===== config.mk =====
export PLATFORM = sky130hd
export DESIGN_NAME = imm_extend_stage
export DESIGN_NICKNAME = d
export VERILOG_FILES = /design/src/rtl/imm_extend_stage.sv
export SDC_FILE = /design/constraint.sdc
export NUM_CORES = 1
export LEC_CHECK = 0
export ABC_AREA = 1
export CORE_MARGIN = 2
export CORE_UTILIZATION = 50
export CTS_CLUSTER_SIZE = 8
export DETAILED_ROUTE_END_ITERATION = 10
export HOLD_SLACK_MARGIN = 0.1
export PLACE_DENSITY_LB_ADDON = 0.12
export SYNTH_ARGS = -nofsm -noshare
export SYNTH_HDL_FRONTEND = slang
export SYNTH_SLANG_ARGS = --single-unit

===== constraint.sdc =====
create_clock -name clk -period 4.15 [get_ports clk]
set_input_delay 1.0375 -clock clk [delete_from_list [all_inputs] [get_ports clk]]
set_output_delay 1.0375 -clock clk [all_outputs]
set_load 0.05 [all_outputs]

===== src/rtl/imm_extend_stage.sv =====
// imm_extend_stage: registered I-type decode stage with a 2-entry skid buffer.
// Extracts opcode/rt, extends the 16-bit immediate at write time and holds the
// result in a small FIFO so one cycle of downstream stall costs no bubble.
// LUI leaves the immediate zero-extended and flags is_lui; the <<16 happens in
// the shift_left16 stage that follows.
module imm_extend_stage #(
  parameter int          DEPTH  = 2,
  parameter logic [5:0]  OP_LUI = 6'h0F
) (
  input  logic        clk,
  input  logic        reset_n,
  input  logic        in_valid,
  output logic        in_ready,
  input  logic [31:0] instr,
  output logic        out_valid,
  input  logic        out_ready,
  output logic [31:0] imm_ext,
  output logic        is_lui,
  output logic [5:0]  opcode,
  output logic [4:0]  rt,
  output logic [1:0]  count
);

  // Occupancy at which the buffer refuses new input. Only DEPTH=2 works with
  // the 1-bit pointers below.
  localparam logic [1:0] FULL_COUNT = DEPTH[1:0];

  localparam logic [5:0] OP_ANDI = 6'h0C;
  localparam logic [5:0] OP_ORI  = 6'h0D;
  localparam logic [5:0] OP_XORI = 6'h0E;

  logic [31:0] imm_mem [2];
  logic        lui_mem [2];
  logic [5:0]  op_mem  [2];
  logic [4:0]  rt_mem  [2];

  logic        wr_ptr;
  logic        rd_ptr;
  logic        ready_q;
  logic [1:0]  count_q;
  logic [1:0]  count_next;

  logic        accept;
  logic        pop;

  logic [5:0]  new_op;
  logic [31:0] new_imm;
  logic        new_lui;

  assign accept    = in_valid & ready_q;
  assign pop       = (count_q != 2'd0) & out_ready;

  assign in_ready  = ready_q;
  assign out_valid = (count_q != 2'd0);
  assign count     = count_q;

  assign imm_ext   = imm_mem[rd_ptr];
  assign is_lui    = lui_mem[rd_ptr];
  assign opcode    = op_mem[rd_ptr];
  assign rt        = rt_mem[rd_ptr];

  // Decode the incoming word: logical ops and LUI zero-extend, everything else sign-extends.
  always_comb begin
    new_op  = instr[31:26];
    new_imm = {{16{instr[15]}}, instr[15:0]};
    new_lui = 1'b0;
    if (new_op == OP_LUI) begin
      new_imm = {16'h0000, instr[15:0]};
      new_lui = 1'b1;
    end else if ((new_op == OP_ANDI) || (new_op == OP_ORI) || (new_op == OP_XORI)) begin
      new_imm = {16'h0000, instr[15:0]};
    end
  end

  // Next occupancy from the accept/pop pair; simultaneous accept and pop cancel.
  always_comb begin
    count_next = count_q;
    case ({accept, pop})
      2'b10:   count_next = count_q + 2'd1;
      2'b01:   count_next = count_q - 2'd1;
      default: count_next = count_q;
    endcase
  end

  // Pointers, occupancy and the registered ready flag derived from next occupancy.
  always_ff @(posedge clk or negedge reset_n) begin
    if (!reset_n) begin
      wr_ptr  <= 1'b0;
      rd_ptr  <= 1'b0;
      count_q <= 2'd0;
      ready_q <= 1'b0;
    end else begin
      if (accept) begin
        wr_ptr <= ~wr_ptr;
      end
      if (pop) begin
        rd_ptr <= ~rd_ptr;
      end
      count_q <= count_next;
      ready_q <= (count_next != FULL_COUNT);
    end
  end

  // Entry storage; extension is done here so the read side is a plain mux.
  always_ff @(posedge clk or negedge reset_n) begin
    if (!reset_n) begin
      for (int i = 0; i < 2; i++) begin
        imm_mem[i] <= 32'h0;
        lui_mem[i] <= 1'b0;
        op_mem[i]  <= 6'h0;
        rt_mem[i]  <= 5'h0;
      end
    end else if (accept) begin
      imm_mem[wr_ptr] <= new_imm;
      lui_mem[wr_ptr] <= new_lui;
      op_mem[wr_ptr]  <= new_op;
      rt_mem[wr_ptr]  <= instr[20:16];
    end
  end

endmodule

# Word level (Yosys, flattened, before mapping)
# Index checks and enable logic that the tools add are counted.
totals:
  register_bits: 93
  in_bits: 36
op_classes:
  add_sub_neg: 2
  magnitude_cmp: 3
  n_eq_ne: 7
  n_mux: 28
  bitwise: 6
  reduce_logical: 4
op_table:
  columns: ["cell", "n"]
  rows:
  - ["two-way mux 32 bit", 6]
  - ["bitwise mux 64 bit", 1]
  - ["demux 32 bit (select 1 bit)", 1]
  - ["equality test 6 x 4 -> 1 bit, second input constant", 4]
  - ["two-way mux 6 bit", 4]
  - ["two-way mux 5 bit", 4]
  - ["bitwise mux 12 bit", 1]
  - ["bitwise mux 10 bit", 1]
  - ["demux 6 bit (select 1 bit)", 1]
  - ["demux 5 bit (select 1 bit)", 1]
  - ["two-way mux 1 bit", 5]
  - ["greater-or-equal comparator 2 bit, second input constant", 2]
  - ["inverter 1 -> 2 bit", 2]
  - ["one-hot mux 2 bit (2 select lines)", 1]
  - ["adder 2 x 1 -> 2 bit, second input constant", 1]
  - ["bitwise AND 1 bit", 2]
  - ["bitwise mux 2 bit", 1]
  - ["equality test 2 x 1 -> 1 bit, second input constant", 1]
  - ["equality test 2 bit, second input constant", 1]
  - ["logical OR 1 bit", 2]
  - ["less-than comparator 2 x 1 -> 1 bit, second input constant", 1]
  - ["inequality test 2 bit, second input constant", 1]
  - ["inverter 1 bit", 2]
  - ["nonzero test 2 bit", 1]
  - ["other kinds (3)", 3]

# Logic depth before layout (Yosys ltp)
depth:
  word_depth: 6
  mapped_depth: 11
  ltp_nobuf: 11

# Least setup slack after synthesis
# No wires, ideal clock.
synth_path:
  kind: "reg2out"
  startpoint: "reg rd_ptr"
  endpoint: "out opcode[1]"
  t_arrival_ns: 1.736
  path_slack_ns: 1.376
  stages_incl_launch_ff: 4
  n_path_buf: 2
  path_cell_list: "dfrtp_1 clkbuf_2 buf_2 o21ai_0"
synth_via:
  elab_chain_cells: 4
synth_rtl:
  columns: ["item", "line_no", "rtl"]
  rows:
  - ["start, declared", "38", "logic rd_ptr;"]
  - ["start signal, assigned", "97", "rd_ptr <= ~rd_ptr;"]
  - ["inverter 1 -> 2 bit (implied by the code)", "59", "assign opcode = op_mem[rd_ptr];"]
  - ["two-way mux 6 bit (implied by the code) (3 in a row)", "59", null]
  - ["end, declared", "19", "output logic [5:0] opcode,"]
# Every way passes these cells. The select of a mux whose other input is x is not followed.

# Worst setup path after layout
layout_path:
  startpoint: "reg rd_ptr"
  endpoint: "out imm_ext[26]"
layout_via:
  elab_chain_cells: 4
layout_rtl:
  columns: ["item", "line_no", "rtl"]
  rows:
  - ["inverter 1 -> 2 bit (implied by the code)", "57", "assign imm_ext = imm_mem[rd_ptr];"]
  - ["two-way mux 32 bit (implied by the code) (3 in a row)", "57", null]
  - ["end, declared", "17", "output logic [31:0] imm_ext,"]
# Every way passes these cells. The select of a mux whose other input is x is not followed.

==> key figures <==
Status
  – Status: complete, no violations

Floorplanning
  – I/O pin count: 84
  – Initial Util: 0.518
  – Die Height: roughly 83 um
  – Die X: 82.6 um
  – Die area: 0.00682 mm2
  – Row cnt: 28
  – Core Area: 0.00596 mm2

Min path
  – Min-delay worst type: reg -> reg

Layout
  – Number of diodes: 0
  – NumNets Final: 457
  – Cell area after layout: 0.00391 mm2
  – Fill count: ~520
  – Synth-to-layout area growth: 26.7%
  – Layout cells sized above 1: 0.158
  – Layout Utilization: 0.657

Global routing
  – Largest net degree at the start of global routing: 44
  – First-pass GRT wire length: 9670 um
  – Tot GR Track Use: 0.191
  – Vias in the first global route: 2194
  – Antenna violations before repair: 0
  – Grt total ovfl: 0

STA
  – Slew margin rel.: 0.377
  – Worst Max-Slew Pin Slew: about 930 ps
  – Finish-stage setup viols: 0
  – Final Hold Vio Count: 0
  – FMAX: 295 MHz
  – Min cycle time layout: ~3400 ps
  – Layout Skew: 5.08 ps
  – Setup_tns: 0 ps
  – Fin crit share: 0.818
  – Worst hold slack: 482 ps
  – Fin. max-slew vios: 0
  – Unrepaired setup endpoints after global routing: false

Placed design
  – HPWL after DPL: slightly above 4000 um
  – GP Congestion: approximately 0.7
  – Port Buffer Count: 78
  – Cell Area, Placed: between 0.003 and 0.004 mm2

Synthesis
  – Syn Nets: roughly 400
  – Post-Syn Area: about 0.0031 mm2
  – #FFs+latches synth: 63
  – Share of the yosys chip area belonging to registers: 0.511
  – Gate Count Post-Synth: 357
  – Synth area leader: dfrtp_1
  – Post-synth EDFFs: 0
  – Leading cell types by count after synthesis: 157 x nand2_1, 63 x dfrtp_1, 43 x o21ai_2
  – Synth Flop Type: dfrtp_1
  – Ys async rst share: 1.00
  – Syn_area_per_cell: ~8.6 um2
  – Ys Warns: 0
  – Top-count cell post-synth: nand2_1
  – Synth top area cells: dfrtp_1 51%, nand2_1 19%, o21ai_2 12%
  – Count of cell types in the netlist: 19
  – Yosys top cell area share: 0.511

CTS
  – Total CTS buffers: 9
  – CTS sink cnt: 63
  – Root Buffer: clkbuf_8
  – H-tree depth: 3
  – PostCTS Resize Cnt: 0
  – CTS tree: yes
  – Worst-path clk slew: 70 ps
  – Hold-fix buffers, CTS: 0
  – Largest buffer count on any clock path: 2
  – Worst-Skew Late Latency: 330 ps
  – Post-CTS setup buffers: 0

Routing
  – Via Count: 2376
  – Antenna-violating nets left: 0
  – Via-to-Cell Ratio: 4.77
  – Post-route DRC: 0
  – DRT Pass-1 Iters: 4
  – Initial DRC Count: 163
  – Routed WL per cell: 12.1 um
  – Final WL: 6020 um

Run
  – Max-cap violations: 0

Worst setup path
  – CP startpoint kind: flip-flop
  – Setup crit end kind: output port
  – Crit path DAT: between 2000 and 2500 ps
  – Setup CP Type: reg -> out
  – R2R Setup Slk: ~2400 ps
  – WP data required: 3110 ps
  – Highest fanout seen on the critical path: 16
-- cell families after synthesis --
| logic type | share of synthesized area |
|---|---|
| AO/OA/AOI/OAI | 0.146 |
| AND/OR/NAND/NOR | 0.205 |
| buffers and inverters | 0.129 |
| XOR/XNOR | 0.00567 |
| flip-flops | 0.511 |
| adder cells (fa/ha/maj) | 0.00405 |
-- layout make-up --
class / instances / area (um2) / area share
inverters: 37 / 139 / 0.0355
clock inverters: 1 / 5.00 / 0.00128
multi-input cells: 225 / 1120 / 0.286
well taps: 75 / 93.8 / 0.0240
flip-flops and latches: 63 / 1580 / 0.403
repair buffers: 84 / 821 / 0.210
clock buffers: 13 / 159 / 0.0406
-- path summary, 6_finish.rpt --
kind | from | end | depth (start not counted)
setup / recovery | rd_ptr | imm_ext[26] | 4
hold / removal | rt_mem[0] | rt_mem[0] | 2
setup reg to reg | wr_ptr | lui_mem[0] | 5
hold reg to reg | rt_mem[0] | rt_mem[0] | 2
max in group asynchronous | reset_n | op_mem[1] | 2
min in group asynchronous | reset_n | rt_mem[6] | 1
-- cells in the final DEF, fill, tap and decap left out, drive strengths merged --
master / n
nand2: 158
clkdlybuf4s50: 77
dfrtp: 63
o21ai: 58
inv: 37
clkbuf: 13
buf: 7
nand3: 3
xor2: 2
nor2: 2
nand4: 1
ha: 1
clkinv: 1
-- metal layers --
layer  vias to the layer above  GRT usage  part of all wire
li1                       1202          -                 -
met1                      1100      0.242              0.46
met2                        61      0.315              0.47
met3                        13     0.0359             0.040
met4                         0     0.0934             0.021
met5                         -          0                 0
-- worst max-delay path, stage by stage, from the launching register on --
cell	delay, ps
dfrtp_1	440
inv_2	240
nand2_1	80
nand2_1	350
clkdlybuf4s50_1	900
-- flip-flops by register name, indices dropped and copies added, names as in the netlist --
name / flops
in_ready: 1
lui_mem: 2
wr_ptr: 1
rt_mem: 10
op_mem: 12
rd_ptr: 1
count: 2
imm_mem: 34
-- per-stage QoR --
step                      setup WS, ps  std cells
after global placement            1150        484
after global routing               613        498
after detailed placement          1100        484
final                              755        498
after CTS                          735        498
after floorplan                   1380        357
Power is not shown: default switching activity piles up to over one toggle a cycle in this logic, so the estimate is an artifact.
